**src/rtl/pgood_pkg.sv**
```systemverilog
// Shared encodings for the card-side power-good monitor.
package pgood_pkg;

  typedef enum logic [1:0] {
    ST_OFF       = 2'b00,
    ST_WAIT_GOOD = 2'b01,
    ST_ON        = 2'b10,
    ST_FAULT     = 2'b11
  } pwr_state_e;

  typedef enum logic [1:0] {
    FC_NONE    = 2'b00,
    FC_TIMEOUT = 2'b01,
    FC_DROP    = 2'b10
  } fault_code_e;

  // Counter width able to hold 0..n-1, never narrower than one bit.
  function automatic int unsigned cnt_width(input int unsigned n);
    return (n > 1) ? $clog2(n) : 1;
  endfunction

endpackage

```
**src/rtl/pgood_debounce.sv**
```systemverilog
// Two-flop synchroniser for the asynchronous pgood, followed by a level debouncer
// that accepts a new level only after it has held for DEBOUNCE_CYCLES cycles.
module pgood_debounce
  import pgood_pkg::*;
#(
  parameter int unsigned DEBOUNCE_CYCLES = 16
) (
  input  logic clk,
  input  logic reset,
  input  logic pgood_raw,
  output logic pgood
);

  localparam int unsigned   DW    = cnt_width(DEBOUNCE_CYCLES);
  localparam logic [DW-1:0] DLAST = DW'(DEBOUNCE_CYCLES - 1);

  logic          s1_q, s2_q;
  logic          level_q, level_d;
  logic [DW-1:0] dcnt_q, dcnt_d;

  always_comb begin
    level_d = level_q;
    dcnt_d  = '0;
    if (s2_q != level_q) begin
      if (dcnt_q == DLAST) begin
        level_d = s2_q;
      end else begin
        dcnt_d = dcnt_q + DW'(1);
      end
    end
  end

  always_ff @(posedge clk) begin
    if (reset) begin
      s1_q    <= 1'b0;
      s2_q    <= 1'b0;
      level_q <= 1'b0;
      dcnt_q  <= '0;
    end else begin
      s1_q    <= pgood_raw;
      s2_q    <= s1_q;
      level_q <= level_d;
      dcnt_q  <= dcnt_d;
    end
  end

  assign pgood = level_q;

endmodule

```
**src/rtl/pgood_monitor.sv**
```systemverilog
// Power sequencing monitor: qualifies card pgood against penable, enforces a turn-on
// timeout, latches dropout/timeout faults and gates the peltier enables on power-good.
module pgood_monitor
  import pgood_pkg::*;
#(
  parameter int unsigned CNT_W           = 19,
  parameter int unsigned PGOOD_TIMEOUT   = 400000,
  parameter int unsigned DEBOUNCE_CYCLES = 16
) (
  input  logic       delay_clk,
  input  logic       reset,
  input  logic       penable,
  input  logic       pgood_raw,
  input  logic       peltEnable1_in,
  input  logic       peltEnable2_in,
  input  logic       fault_clear,
  output logic       pgood_q,
  output logic       peltEnable1_out,
  output logic       peltEnable2_out,
  output logic       pwr_fault,
  output logic [1:0] fault_code,
  output logic [1:0] pwr_state
);

  localparam logic [CNT_W-1:0] TLAST = CNT_W'(PGOOD_TIMEOUT - 1);

  pwr_state_e       state_q, state_d;
  fault_code_e      fault_code_q, fault_code_d;
  logic [CNT_W-1:0] tcnt_q, tcnt_d;
  logic             pwr_fault_q, pwr_fault_d;
  logic             pelt1_q, pelt1_d;
  logic             pelt2_q, pelt2_d;
  logic             pgood_ok;

  pgood_debounce #(
    .DEBOUNCE_CYCLES(DEBOUNCE_CYCLES)
  ) u_debounce (
    .clk      (delay_clk),
    .reset    (reset),
    .pgood_raw(pgood_raw),
    .pgood    (pgood_ok)
  );

  always_ff @(posedge delay_clk) begin
    if (reset) begin
      state_q      <= ST_OFF;
      fault_code_q <= FC_NONE;
      tcnt_q       <= '0;
      pwr_fault_q  <= 1'b0;
      pelt1_q      <= 1'b0;
      pelt2_q      <= 1'b0;
    end else begin
      state_q      <= state_d;
      fault_code_q <= fault_code_d;
      tcnt_q       <= tcnt_d;
      pwr_fault_q  <= pwr_fault_d;
      pelt1_q      <= pelt1_d;
      pelt2_q      <= pelt2_d;
    end
  end

  // In WAIT_GOOD a qualified pgood outranks the timeout; in ON penable outranks dropout.
  always_comb begin
    state_d = state_q;
    case (state_q)
      ST_OFF: begin
        if (penable) state_d = ST_WAIT_GOOD;
      end
      ST_WAIT_GOOD: begin
        if (!penable)             state_d = ST_OFF;
        else if (pgood_ok)        state_d = ST_ON;
        else if (tcnt_q == TLAST) state_d = ST_FAULT;
      end
      ST_ON: begin
        if (!penable)       state_d = ST_OFF;
        else if (!pgood_ok) state_d = ST_FAULT;
      end
      ST_FAULT: begin
        if (fault_clear && !penable) state_d = ST_OFF;
      end
      default: state_d = ST_OFF;
    endcase
  end

  // Registered outputs are computed from the next state so they move on the same edge.
  always_comb begin
    tcnt_d       = (state_q == ST_WAIT_GOOD) ? tcnt_q + CNT_W'(1) : '0;
    fault_code_d = fault_code_q;
    if (state_q == ST_WAIT_GOOD && state_d == ST_FAULT) fault_code_d = FC_TIMEOUT;
    if (state_q == ST_ON && state_d == ST_FAULT)        fault_code_d = FC_DROP;
    if (state_q == ST_FAULT && state_d == ST_OFF)       fault_code_d = FC_NONE;
    pwr_fault_d = (state_d == ST_FAULT);
    pelt1_d     = peltEnable1_in & (state_d == ST_ON);
    pelt2_d     = peltEnable2_in & (state_d == ST_ON);
  end

  assign pgood_q         = pgood_ok;
  assign peltEnable1_out = pelt1_q;
  assign peltEnable2_out = pelt2_q;
  assign pwr_fault       = pwr_fault_q;
  assign fault_code      = fault_code_q;
  assign pwr_state       = state_q;

endmodule

```
**config.mk**
```make
export PLATFORM = sky130hd
export DESIGN_NAME = pgood_monitor
export DESIGN_NICKNAME = d
export VERILOG_FILES = /design/src/rtl/pgood_pkg.sv /design/src/rtl/pgood_debounce.sv /design/src/rtl/pgood_monitor.sv
export SDC_FILE = /design/constraint.sdc
export NUM_CORES = 1
export LEC_CHECK = 0
export ABC_AREA = 0
export BUFFER_PORTS_ARGS = -buffer_cell sky130_fd_sc_hd__buf_2
export CAP_MARGIN = 20
export CORE_MARGIN = 4
export CORE_UTILIZATION = 60
export DETAILED_ROUTE_END_ITERATION = 16
export GPL_TIMING_DRIVEN = 0
export MAX_ROUTING_LAYER = met4
export PLACE_DENSITY = 0.81
export REMOVE_ABC_BUFFERS = 1
export SETUP_SLACK_MARGIN = 0.4
export SYNTH_ARGS = -nofsm -noshare
export SYNTH_HDL_FRONTEND = slang
export SYNTH_SLANG_ARGS = --single-unit
```
**constraint.sdc**
```tcl
create_clock -name delay_clk -period 2.8 [get_ports delay_clk]
set_input_delay 0.14 -clock delay_clk [delete_from_list [all_inputs] [get_ports delay_clk]]
set_output_delay 0.14 -clock delay_clk [all_outputs]
set_load 0.01 [all_outputs]
```
Word-level counts from Yosys, hierarchy flattened

Index checks and enable logic that the tools add are counted.

Register bits: 33
Bits in latches: 0
Memory bits (writable): 0
Memory bits (read-only): 0
Word-level logic and storage cells: 48
Memories kept: 0

Add/sub/neg operators: 2
$mul: 0
Div/mod/pow operators: 0
Order comparisons: 0
Equality and inequality tests: 8
Shift operators: 0
Mux-type cells: 10
Bitwise operators: 4
Reduce and logical (&&, ||, !) cells: 13

Operators by type and width:

| operator                                                              | count |
|---|---|
| 19-bit by 1-bit adder with 19-bit output, second input constant       | 1 |
| 19-bit equality test, second input constant                           | 1 |
| 2-bit two-way mux                                                     | 9 |
| 2-bit equality test, second input constant                            | 4 |
| 2-bit one-hot mux with 4 select lines                                 | 1 |
| 3-bit OR reduction                                                    | 2 |
| 4-bit by 1-bit adder with 4-bit output, second input constant         | 1 |
| 4-bit equality test, second input constant                            | 1 |
| 1-bit logical AND                                                     | 4 |
| 2-bit logical NOT                                                     | 2 |
| 2-bit OR reduction                                                    | 2 |
| 1-bit AND                                                             | 2 |
| 2-bit by 1-bit equality test with 1-bit output, second input constant | 1 |
| 1-bit inverter                                                        | 2 |
| 2-bit AND reduction                                                   | 1 |
| 2-bit nonzero test                                                    | 1 |
| 1-bit logical NOT                                                     | 1 |
| 1-bit != test                                                         | 1 |

Logic depth before layout (Yosys ltp)

Gate-level depths: netlist of run 1.

Word-level depth: 9
Mapped depth: 5

Modules after synthesis

Synthesis of run 1 repeated with hierarchy kept, for this count alone.

Cells, all modules: 150
Area, all modules: 1356.3 um2

Modules (own cells, without submodules):

| module         | instances | cells each | area an instance (um2) |
|---|---|---|---|
| pgood_monitor  | 1         | 127        | 1104.8 |
| pgood_debounce | 1         | 23         | 251.5 |

Worst setup path before layout of run 1

Ideal clock, no wire load.

Kind: register -> register
Start point: register tcnt_q[0]
End point: register tcnt_q[14]
Setup time: 0.116 ns
Arrival: 1.248 ns
Data required time: 2.684 ns
Path slack: 1.436 ns
Cell stages (with the launch flop): 6
Period minus slack after synthesis: 1.364 ns
Path through: dfxtp_1 > ha_1 > nand2_1 > nor3_4 > a21oi_1 > a31o_1

Word-level cells in the longest chain between the ends: 1

Ends and longest elaborated chain:

| what                                     | RTL line            | text |
|---|---|---|
| from (decl)                              | pgood_monitor.sv:29 | `logic [CNT_W-1:0] tcnt_q, tcnt_d;` |
| from (signal assigned)                   | pgood_monitor.sv:55 | `tcnt_q <= tcnt_d;` |
| 19-bit by 1-bit adder with 19-bit output | pgood_monitor.sv:87 | `tcnt_d = (state_q == ST_WAIT_GOOD) ? tcnt_q + CNT_W'(1) : '0;` |

Every way passes these cells.
A chain may end at the register's enable or synchronous reset.

Worst setup path in the final report of run 1

Ends and elaborated chain as after synthesis.

==> metrics.txt, run 1 <==
hold_buf cts=0; worst hold slack=7.57 ps; Crit path arrival time=1850 ps; root buffer cell=clkbuf_4; largest net degree at the start of global routing=18; first-pass GRT wire length=5250 µm; min cycle time layout=1620 ps; P_leak=0.652 nW; share of cells above drive strength 1=0.186; GRT overflow=0; Vias=1,221; Avg Inst Size Synth=slightly above 9 µm²; adder-cell share of the synthesized area=0.0165; Pre-antenna DRT Iters=4; worst slew pin tran=639 ps; crit path to=tcnt_q[14]; Pwr Total=0.808 mW; routability cong.=0.808; area delta synth->final=9.40%; IO Count=15; register area share after synthesis=0.435; setup TNS=0 ps; Site Rows=17; mux cell area share after synthesis=0.0198; Post-synth EDFFs=0; Setup crit end kind=register; post-synthesis register bit count=33; Reg area=661 µm²; htree depth=2; final setup fails=0; WL final=2860 µm; synth cell count leaders=33 x dfxtp_1, 24 x nor2_1, 13 x nand2_1; status=finished, final reports clean; count leader, synth=dfxtp_1; CTS tree=built; RSZ-0062 raised after global routing=false; Required @ worst endpoint=3030 ps; Netlist cell types=between 40 and 50; initial antenna violation count=0; Worst-path clk slew=100 ps; R2R setup slack=roughly 1200 ps; Multi-input gate area=795 µm²; largest family of logic cells by synthesized area=simple AND/OR/NAND/NOR gates; Synth Area in Simple Gates=0.319; CTS buffer count=5; Warnings, synthesis=0; top achievable clock speed=around 0.62 GHz; wire per inst=roughly 14 µm; max-cap violations=0; Via density=5.79; CP Launch Point=tcnt_q[0]; Synth Area in XOR/XNOR=0.0808; post-synthesis compound-gate area fraction=0.0874; port bufs=14; Skew-Pair Late Insertion Delay=about 340 ps; DR iter-0 viols=63; Post-DP HPWL=2020 µm; Post-synth top flop=dfxtp_1; CTS sink cnt=33; reg2reg start=tcnt_q[0]; Final nets=191; core area=between 2000 and 2500 µm²; Die X=58.3 µm; cell taking the most area after synthesis=dfxtp_1; Total Routing Usage GR=0.209; Final Hold Fails=0; Gate Count Post-Synth=167; Post-synth ARST share=0; Slew Viols, Final=0; area share of the largest cell type after synthesis=0.435; Final Cycle Share=0.579; vias in the first global route=1,180; FF-to-FF End=tcnt_q[14]; Worst Hold Class=in -> reg; Max-slew headroom=0.573; fillcell total=187; Initial Util=0.655; Post-route DRC=0; clock tree buffer depth=2; crit start category=register; Clock Skew=10.7 ps; post-cts sizing count=0; Synth Cell Area=approximately 1500 µm²; r2r worst-path depth=5; Setup Buffers After CTS=0; die area=between 3000 and 4000 µm²; WS Path Type=reg -> reg; Die H=around 58 µm; PwrDens=~490 nW/µm²; Diodes inserted=0; leading cell types by total area after synthesis=dfxtp_1 44%, nor2_1 5.9%, xnor2_1 5.2%, nand3_1 3.6%, nand2_1 3.2%; Peak VDD IR=0.415 mV; antenna viol nets, final=0; crit-path max FO=6
==> how the worst min path moves through the flow <==
stage	start	endpoint	slack [ps]	cells past startpoint
after global placement	peltEnable2_in	peltEnable2_out	350	3
after floorplan	reset	u_debounce.s1_q	210	1
after CTS	peltEnable1_in	peltEnable1_out	10	3
final	peltEnable1_in	peltEnable1_out	8	3
after global routing	peltEnable2_in	peltEnable2_out	10	3
after detailed placement	peltEnable1_in	peltEnable1_out	360	3
==> layout make-up <==
type / instances / area share
clock buffers: 7 / 0.0392
repair buffers: 14 / 0.0422
clock inverters: 1 / 0.00301
inverters: 8 / 0.0181
well taps: 28 / 0.0211
flip-flops and latches: 33 / 0.398
multi-input cells: 120 / 0.479
==> cell families (layout without fill, tap and decap cells) <==
group	count (synthesis)	in the layout
buf+inv	14	30
flops	33	33
xor+xnor	14	14
compound gates	19	19
simple gates	82	82
fa+ha+maj	2	2
mux	3	3
==> registers in the layout (all words and copies together), names as in the netlist <==
| name | cells |
|---|---|
| u_debounce.dcnt_q | 4 |
| fault_code | 2 |
| u_debounce.pgood | 1 |
| pwr_fault | 1 |
| tcnt_q | 19 |
| peltEnable2_out | 1 |
| u_debounce.s1_q | 1 |
| u_debounce.s2_q | 1 |
| peltEnable1_out | 1 |
| pwr_state | 2 |
==> stage by stage <==
step | util | std cells | setup WS, ps | instance area, µm²
after floorplan | - | 161 | 1440 | 1490
final | 0.716 | 211 | 1180 | 1660
after detailed placement | 0.686 | 203 | 1220 | 1590
after global routing | 0.716 | 211 | 1050 | 1660
after global placement | 0.686 | 203 | 1280 | 1590
after CTS | 0.716 | 211 | 1190 | 1660
==> metal layers <==
layer / GRT usage / up-vias / share of wire
li1: - / 609 / -
met5: - / - / 0
met1: 0.247 / 577 / 0.44
met3: 0.0724 / 6 / 0.052
met2: 0.337 / 29 / 0.50
met4: 0.0596 / 0 / 0.012
==> critical path: stages (launching register included) <==
cell	delay, ps
dfxtp_1	400
ha_1	240
nand2_1	200
nor3_4	340
a21oi_1	120
a31o_1	200
==> where the power goes <==
part / total, mW / internal, mW / switching (mW)
Sequential: 0.476 / 0.472 / 0.00408
Combinational: 0.0264 / 0.00992 / 0.0164
Clock: 0.305 / 0.145 / 0.160
==> cells in the final DEF (no fill, tap or decap), drive strengths merged, types with 2 or more instances in the layout <==
cell    synthesis  layout
nand2          13      13
xor2            5       5
nor2           26      26
a31o            3       3
nor4            4       4
o21ai           2       2
nand4           3       3
inv             8       8
nor3            6       6
xnor2           9       9
mux2i           3       3
nor3b           2       2
a21oi           8       8
ha              2       2
dfxtp          33      33
buf             3      14
nand2b          2       2
nor4bb          4       4
and4            3       3
clkbuf          3       7
nand3          12      12
nor2b           3       3
No activity file was read; power rests on OpenSTA's default activity.
==> run 2, diff against run 1 <==
Settings changed: ABC_AREA 0 to 1, CORE_UTILIZATION 60 to 51, PLACE_DENSITY 0.81 to 0.73.
Clock period 2.8 ns to 1.3 ns, I/O delays scaled along.
==> run 2 against run 1 <==
- the run now ends with setup timing left
- critical endpoint is now tcnt_q[12]
- clock power rose by 92%
- utilization grew 10 points
- synthesized area fell by 1.6%
- via count increased by 37%
- clock-buffer cell count is 1 lower
- total power grew 120%
- worst setup slack worse by 1500 ps
- synthesized cell count is 17% higher
- combinational power increased to 5.3 times the previous value
- register-to-register slack got worse by 1500 ps
- first-iteration DRC count is 78% higher
- maximum frequency down 0.84%
==> metrics.txt, run 2 <==
final setup fails=21 (+21); Via density=5.87 (+1.5%); clock tree buffer depth=2 (unchanged); share of cells above drive strength 1=0.496 (+0.310); CTS buffer count=5 (unchanged); largest register by flop count=tcnt_q; Final Hold Fails=0 (unchanged); crit-path max FO=3 (-3); crit start category=register; setup TNS=-4670 ps (-4670 ps); fillcell total=133 (-29%); cell taking the most area after synthesis=dfxtp_1; biggest regs=tcnt_q x19, u_debounce.dcnt_q x4; Total Routing Usage GR=0.233 (+0.0238); CTS sink cnt=33 (unchanged); Slew Viols, Final=0 (unchanged); P_leak=0.981 nW (+50%); worst-path cell chain=ha_4, nand2_4, nor2_4, nand2_4, nor2_8, nand2_4, nor3_4, buf_4, buf_6, o21a_1; hold path depth=4 (+1); Diodes inserted=0 (unchanged); Gate Count Post-Synth=196 (+17%); initial antenna violation count=0 (unchanged); Reg area=693 µm² (+4.9%); routed wl met3=350 µm (+140%); top achievable clock speed=0.612 GHz (-0.84%); core area=2780 µm² (+20%); FF-to-FF End=tcnt_q[12]; Final Cycle Share=1.26 (+0.678); routability cong.=0.811 (+0.40%); Post-DP HPWL=2170 µm (+7.4%); largest net degree at the start of global routing=11 (-7); Final Util=0.821 (+0.105); R2R setup slack=-330 ps (-1510 ps); highest metal used=met4; GRT overflow=0 (unchanged); root buffer cell=clkbuf_4; crit-path max cell delay=380 ps (-20 ps); WS Path Type=reg -> reg; metal2 WL=2710 µm (+91%); Final nets=262 (+37%); htree depth=2 (unchanged); Max stage delay cell, worst path=dfxtp_4; DR iter-0 viols=112 (+78%); antenna viol nets, final=0 (unchanged); worst setup margin=-334 ps (-1510 ps); register area share after synthesis=0.443 (+0.00730); reg2reg start=tcnt_q[0]; violated checks=setup timing; leading cell types by total area after synthesis=dfxtp_1 44%, nand2_1 7.8%, a21oi_1 7.0%, nor2_1 6.5%, inv_1 6.0%; RSZ-0062 raised after global routing=true; Hold Path End=tcnt_q[4]; Multi-input gate area=917 µm² (+15%); Site Rows=19 (+2); Peak VDD IR=0.774 mV (+87%); Clock Skew=7.68 ps (-3.04 ps); Post-route DRC=0 (unchanged); Warnings, synthesis=0 (unchanged); crit-path most repeated cell=nand2_4; Worst-path clk slew=110 ps (about the same); area share of the largest cell type after synthesis=0.443 (+0.00730); Post-synth ARST share=0 (unchanged); hold wc startpoint=reset; r2r worst-path depth=10 (+5); synth cell count leaders=33 x dfxtp_1, 31 x nand2_1, 26 x nor2_1; post-synthesis register bit count=33 (unchanged); CTS tree=built; status=finished with violations; Max-slew headroom=0.755 (+0.182); Skew-Pair Late Insertion Delay=360 ps (+20 ps); min cycle time layout=1630 ps (+13.7 ps); vias in the first global route=1,480 (+25%); Die X=62.1 µm (+6.5%); max reg flops=19 (unchanged); critical path depth in cells=10 (+5); wire per inst=18.4 µm (+36%); Synth Cell Area=1490 µm² (-1.6%); IO Count=15 (unchanged); area delta synth->final=53.0%; max-cap violations=0 (unchanged); Required @ worst endpoint=1600 ps (-1430 ps); Setup crit end kind=register; PwrDens=764 nW/µm² (+57%); wire length on met1=1960 µm (+56%); die area=3860 µm² (+13%); Netlist cell types=33 (-20%); port bufs=14 (unchanged); worst slew pin tran=366 ps (-273 ps); crit-path leading delay family=simple AND/OR/NAND/NOR gates; Initial Util=0.537 (-0.118); Vias=1,674 (+37%); Avg Inst Size Synth=7.62 µm² (-16%); CP bufs+invs=2 (+2); Post-synth EDFFs=0 (unchanged); Pre-antenna DRT Iters=7 (+3); count leader, synth=dfxtp_1; first-pass GRT wire length=7000 µm (+33%); Die H=62.1 µm (+6.5%); Pwr Total=1.74 mW (+120%); Worst Hold Class=in -> reg; commonest non-fill, non-tap cells in the layout=23 x nand2_1, 23 x inv_1, 23 x nor2_1; WL final=5260 µm (+84%); Crit path arrival time=1930 ps (+80 ps); Post-synth top flop=dfxtp_1
run 2: cell types whose count changed in the layout (fill, tap and decap cells not counted), moves of 7 or more:
cell,before,now
inv_2,0,7
inv_1,8,23
nand2_1,13,23
buf_6,0,18
buf_4,0,19
dfxtp_1,33,15
a21oi_1,8,16
dfxtp_2,0,14
run 2: area by class of cell:
type	count	area share
Timing Repair Buffer	51	0.199
Inverter	32	0.0559
Clock buffer	6	0.0181
Sequential cell	33	0.304
Clock inverter	2	0.00438
Tap cell	31	0.0170
Multi-Input combinational cell	130	0.402
run 2: per-layer routing:
layer / global-route usage / vias up
met4: 0.100 / 0
met1: 0.257 / 796
met2: 0.385 / 94
li1: - / 751
met5: - / -
met3: 0.0703 / 33
run 2: worst max-delay path by stage:
stage / start / endpoint / slack [ps]
floorplan: tcnt_q[0] / tcnt_q[14] / -180
global placement: tcnt_q[0] / tcnt_q[14] / -290
detailed placement: tcnt_q[0] / tcnt_q[14] / -340
CTS: tcnt_q[1] / tcnt_q[14] / -230
global route: tcnt_q[0] / tcnt_q[14] / -400
finish: tcnt_q[0] / tcnt_q[12] / -330
run 2: timing repair:
item                                   in CTS  in global routing
pin swaps                                  16                 15
hold buffers                                5                  0
gates resized for setup                    65                 30
endpoints found under the hold margin       4                  0
setup endpoints to repair                  34                 37
buffers inserted                           21                 11
run 2: cells by family (layout without fill, tap and decap cells):
kind of cell,count (synthesis),after routing,synth area share
adders and majority gates,2,2,0.0168
AOI/OAI and AO/OA,35,35,0.127
buffers and inverters,33,91,0.0838
xor gates and xnor gates,4,4,0.0235
and+or+nand+nor,89,89,0.306
DFF,33,33,0.443
run 2: through the flow:
| step | worst slack [ps] | cell area [µm²] | hold WS, ps | instances |
|---|---|---|---|---|
| final | -334 | 2280 | 94.4 | 285 |
| after global routing | -397 | 2280 | 90.8 | 285 |
| after CTS | -228 | 2060 | 52.2 | 274 |
| after detailed placement | -336 | 1600 | 276 | 240 |
| after global placement | -286 | 1600 | 264 | 240 |
| after floorplan | -180 | 1490 | 136 | 195 |
run 2: power by group:
part	total [mW]	internal (mW)	leakage, nW	switching, mW
sequential	1.02	1.01	0.277	0.00708
clock	0.585	0.206	0.0320	0.379
combinational	0.140	0.0667	0.672	0.0736
run 2: tightest hold or removal path, stage by stage:
cell,delay (ps)
buf_2,150
nor2_4,70
clkinv_4,90
nor2_1,50
==> run 3, diff against run 2 <==
Settings changed: ABC_CLOCK_PERIOD_IN_PS from default to 1300, TNS_END_PERCENT from default to 30.
==> run 3 against run 2 <==
- hold slack worse by 27 ps
- die area is the same
- clock power down 4.1%
- largest power group unchanged
- the flow still finishes with violations (setup timing)
- critical path depth increased by 1
==> metrics.txt, run 3 (synthesis gave the netlist of run 2 again) <==
status=finished with violations; violated checks=setup timing; Final Hold Fails=0 (unchanged); Post-route DRC=0 (unchanged); die area=3860 µm² (unchanged); worst setup margin=-193 ps (+141 ps); crit start category=register; initial antenna violation count=0 (unchanged); routability cong.=0.811 (unchanged); CTS sink cnt=33 (unchanged); Pre-antenna DRT Iters=4 (-3); Die X=62.1 µm (unchanged); crit-path max FO=3 (unchanged); Site Rows=19 (unchanged); crit-path max cell delay=370 ps (about the same); CP bufs+invs=2 (unchanged); Final Cycle Share=1.15 (-0.109); Setup crit end kind=register; Peak VDD IR=0.895 mV (+16%); Via density=5.37 (-8.6%); Die H=62.1 µm (unchanged); PwrDens=832 nW/µm² (+9.0%); Worst Hold Class=in -> reg; Pwr Total=1.67 mW (-4.2%); port bufs=14 (unchanged); max-cap violations=0 (unchanged); min cycle time layout=1490 ps (-141 ps); Vias=1,439 (-14%); Worst-path clk slew=90 ps (-20 ps); Switch Pwr=0.412 mW (-10%); max reg flops=19 (unchanged); Diodes inserted=0 (unchanged); Initial Util=0.537 (unchanged); WL final=3790 µm (-28%); core area=2780 µm² (unchanged); worst slew pin tran=346 ps (-19.2 ps); first-pass GRT wire length=6180 µm (-12%); Area after DPL=1600 µm² (unchanged); largest net degree at the start of global routing=12 (+1); vias in the first global route=1,332 (-10%); Total Routing Usage GR=0.205 (-0.0281); area delta synth->final=34.4%; Final nets=245 (-6.5%); commonest non-fill, non-tap cells in the layout=25 x nand2_1, 25 x nor2_1, 24 x inv_1; GRT overflow=0 (unchanged); share of cells above drive strength 1=0.401 (-0.0952); Skew-Pair Late Insertion Delay=350 ps (about the same); largest register by flop count=tcnt_q; Flop pwr share=0.611 (+0.027); final setup fails=17 (-19%); clock tree buffer depth=2 (unchanged); worst-path cell chain=ha_4, nand2_4, nor2_4, buf_4, nand3_1, nand2_1, nand2_1, nand2_2, buf_4, nand2_1, nor2_1; root buffer cell=clkbuf_4; Max stage delay cell, worst path=dfxtp_4; Required @ worst endpoint=1580 ps (-20 ps); Int Pwr=1.26 mW (-2.0%); CTS buffer count=5 (unchanged); wire per inst=14.1 µm (-23%); Slew Viols, Final=0 (unchanged); WS Path Type=reg -> reg; P_leak=0.878 nW (-11%); htree depth=2 (unchanged); Post-DP HPWL=2170 µm (unchanged); Clock Power Share=0.336 (about the same); antenna viol nets, final=0 (unchanged); Crit path arrival time=1770 ps (-160 ps); top achievable clock speed=0.670 GHz (+9.5%); post-route cell area=2010 µm² (-12%); Max-slew headroom=0.768 (+0.0129); switching share of total power=0.247 (-0.0171); crit-path leading delay family=simple AND/OR/NAND/NOR gates; setup TNS=-1780 ps (+2890 ps); biggest regs=tcnt_q x19, u_debounce.dcnt_q x4; DR iter-0 viols=85 (-24%); CTS tree=built; RSZ-0062 raised after global routing=true; crit-path most repeated cell=nand2_1; IO Count=15 (unchanged); Clock Skew=8.49 ps (+0.802 ps); Logic pwr share=0.053 (-0.027)
run 3: repair_timing:
| item | 4_1_cts | 5_1_grt |
|---|---|---|
| endpoints found under the hold margin | 4 | 0 |
| setup endpoints to repair | 34 | 38 |
| pin swaps | 19 | 14 |
| cloned | 0 | 0 |
| gates resized for setup | 43 | 18 |
| hold buffers | 5 | 0 |
| setup buffers | 10 | 5 |
run 3: layer usage:
layer | global-route usage | part of all wire | up-vias
met5 | - | 0 | -
met4 | 0.0813 | 0.015 | 0
met3 | 0.0649 | 0.052 | 7
met2 | 0.325 | 0.50 | 41
met1 | 0.238 | 0.43 | 679
li1 | - | - | 712
run 3: stage by stage:
stage / setup WS (ps) / hold WS (ps) / utilization / cells
after floorplan: -180 / 136 / - / 195
after global placement: -286 / 264 / 0.574 / 240
after detailed placement: -336 / 276 / 0.574 / 240
after CTS: -228 / 46.3 / 0.686 / 263
after global routing: -289 / 59.0 / 0.721 / 268
final: -193 / 67.6 / 0.721 / 268
run 3: final cells by class:
class                   count  area, µm²
well taps                  31       38.8
flip-flops and latches     33        688
multi-input cells         130        848
fillers                   194        776
clock inverters             2       10.0
repair buffers             34        256
inverters                  32        123
clock buffers               6       41.3
run 3: path summary, 6_finish.rpt:
kind                         from  cells past startpoint               to  slack [ps]
hold reg to reg   u_debounce.s1_q                      2  u_debounce.s2_q         430
hold / removal            penable                      3     pwr_state[0]          70
setup / recovery        tcnt_q[0]                     11        pwr_fault        -190
setup reg to reg        tcnt_q[0]                     11        pwr_fault        -190
run 3: power by group through the flow:
stage / clock [mW] / sequential, mW / combinational [mW]
after floorplan: 0 / 1.05 / 0.0326
after global placement: 0 / 1.05 / 0.0536
after detailed placement: 0 / 1.05 / 0.0582
after CTS: 0.576 / 1.02 / 0.0807
after global routing: 0.637 / 1.02 / 0.0983
final: 0.561 / 1.02 / 0.0883
run 3: worst register-to-register path: stages, from the launching register on:
cell,delay (ps)
dfxtp_4,370
ha_4,140
nand2_4,50
nor2_4,130
buf_4,140
nand3_1,70
nand2_1,60
nand2_1,60
nand2_2,110
buf_4,130
nand2_1,50
nor2_1,110
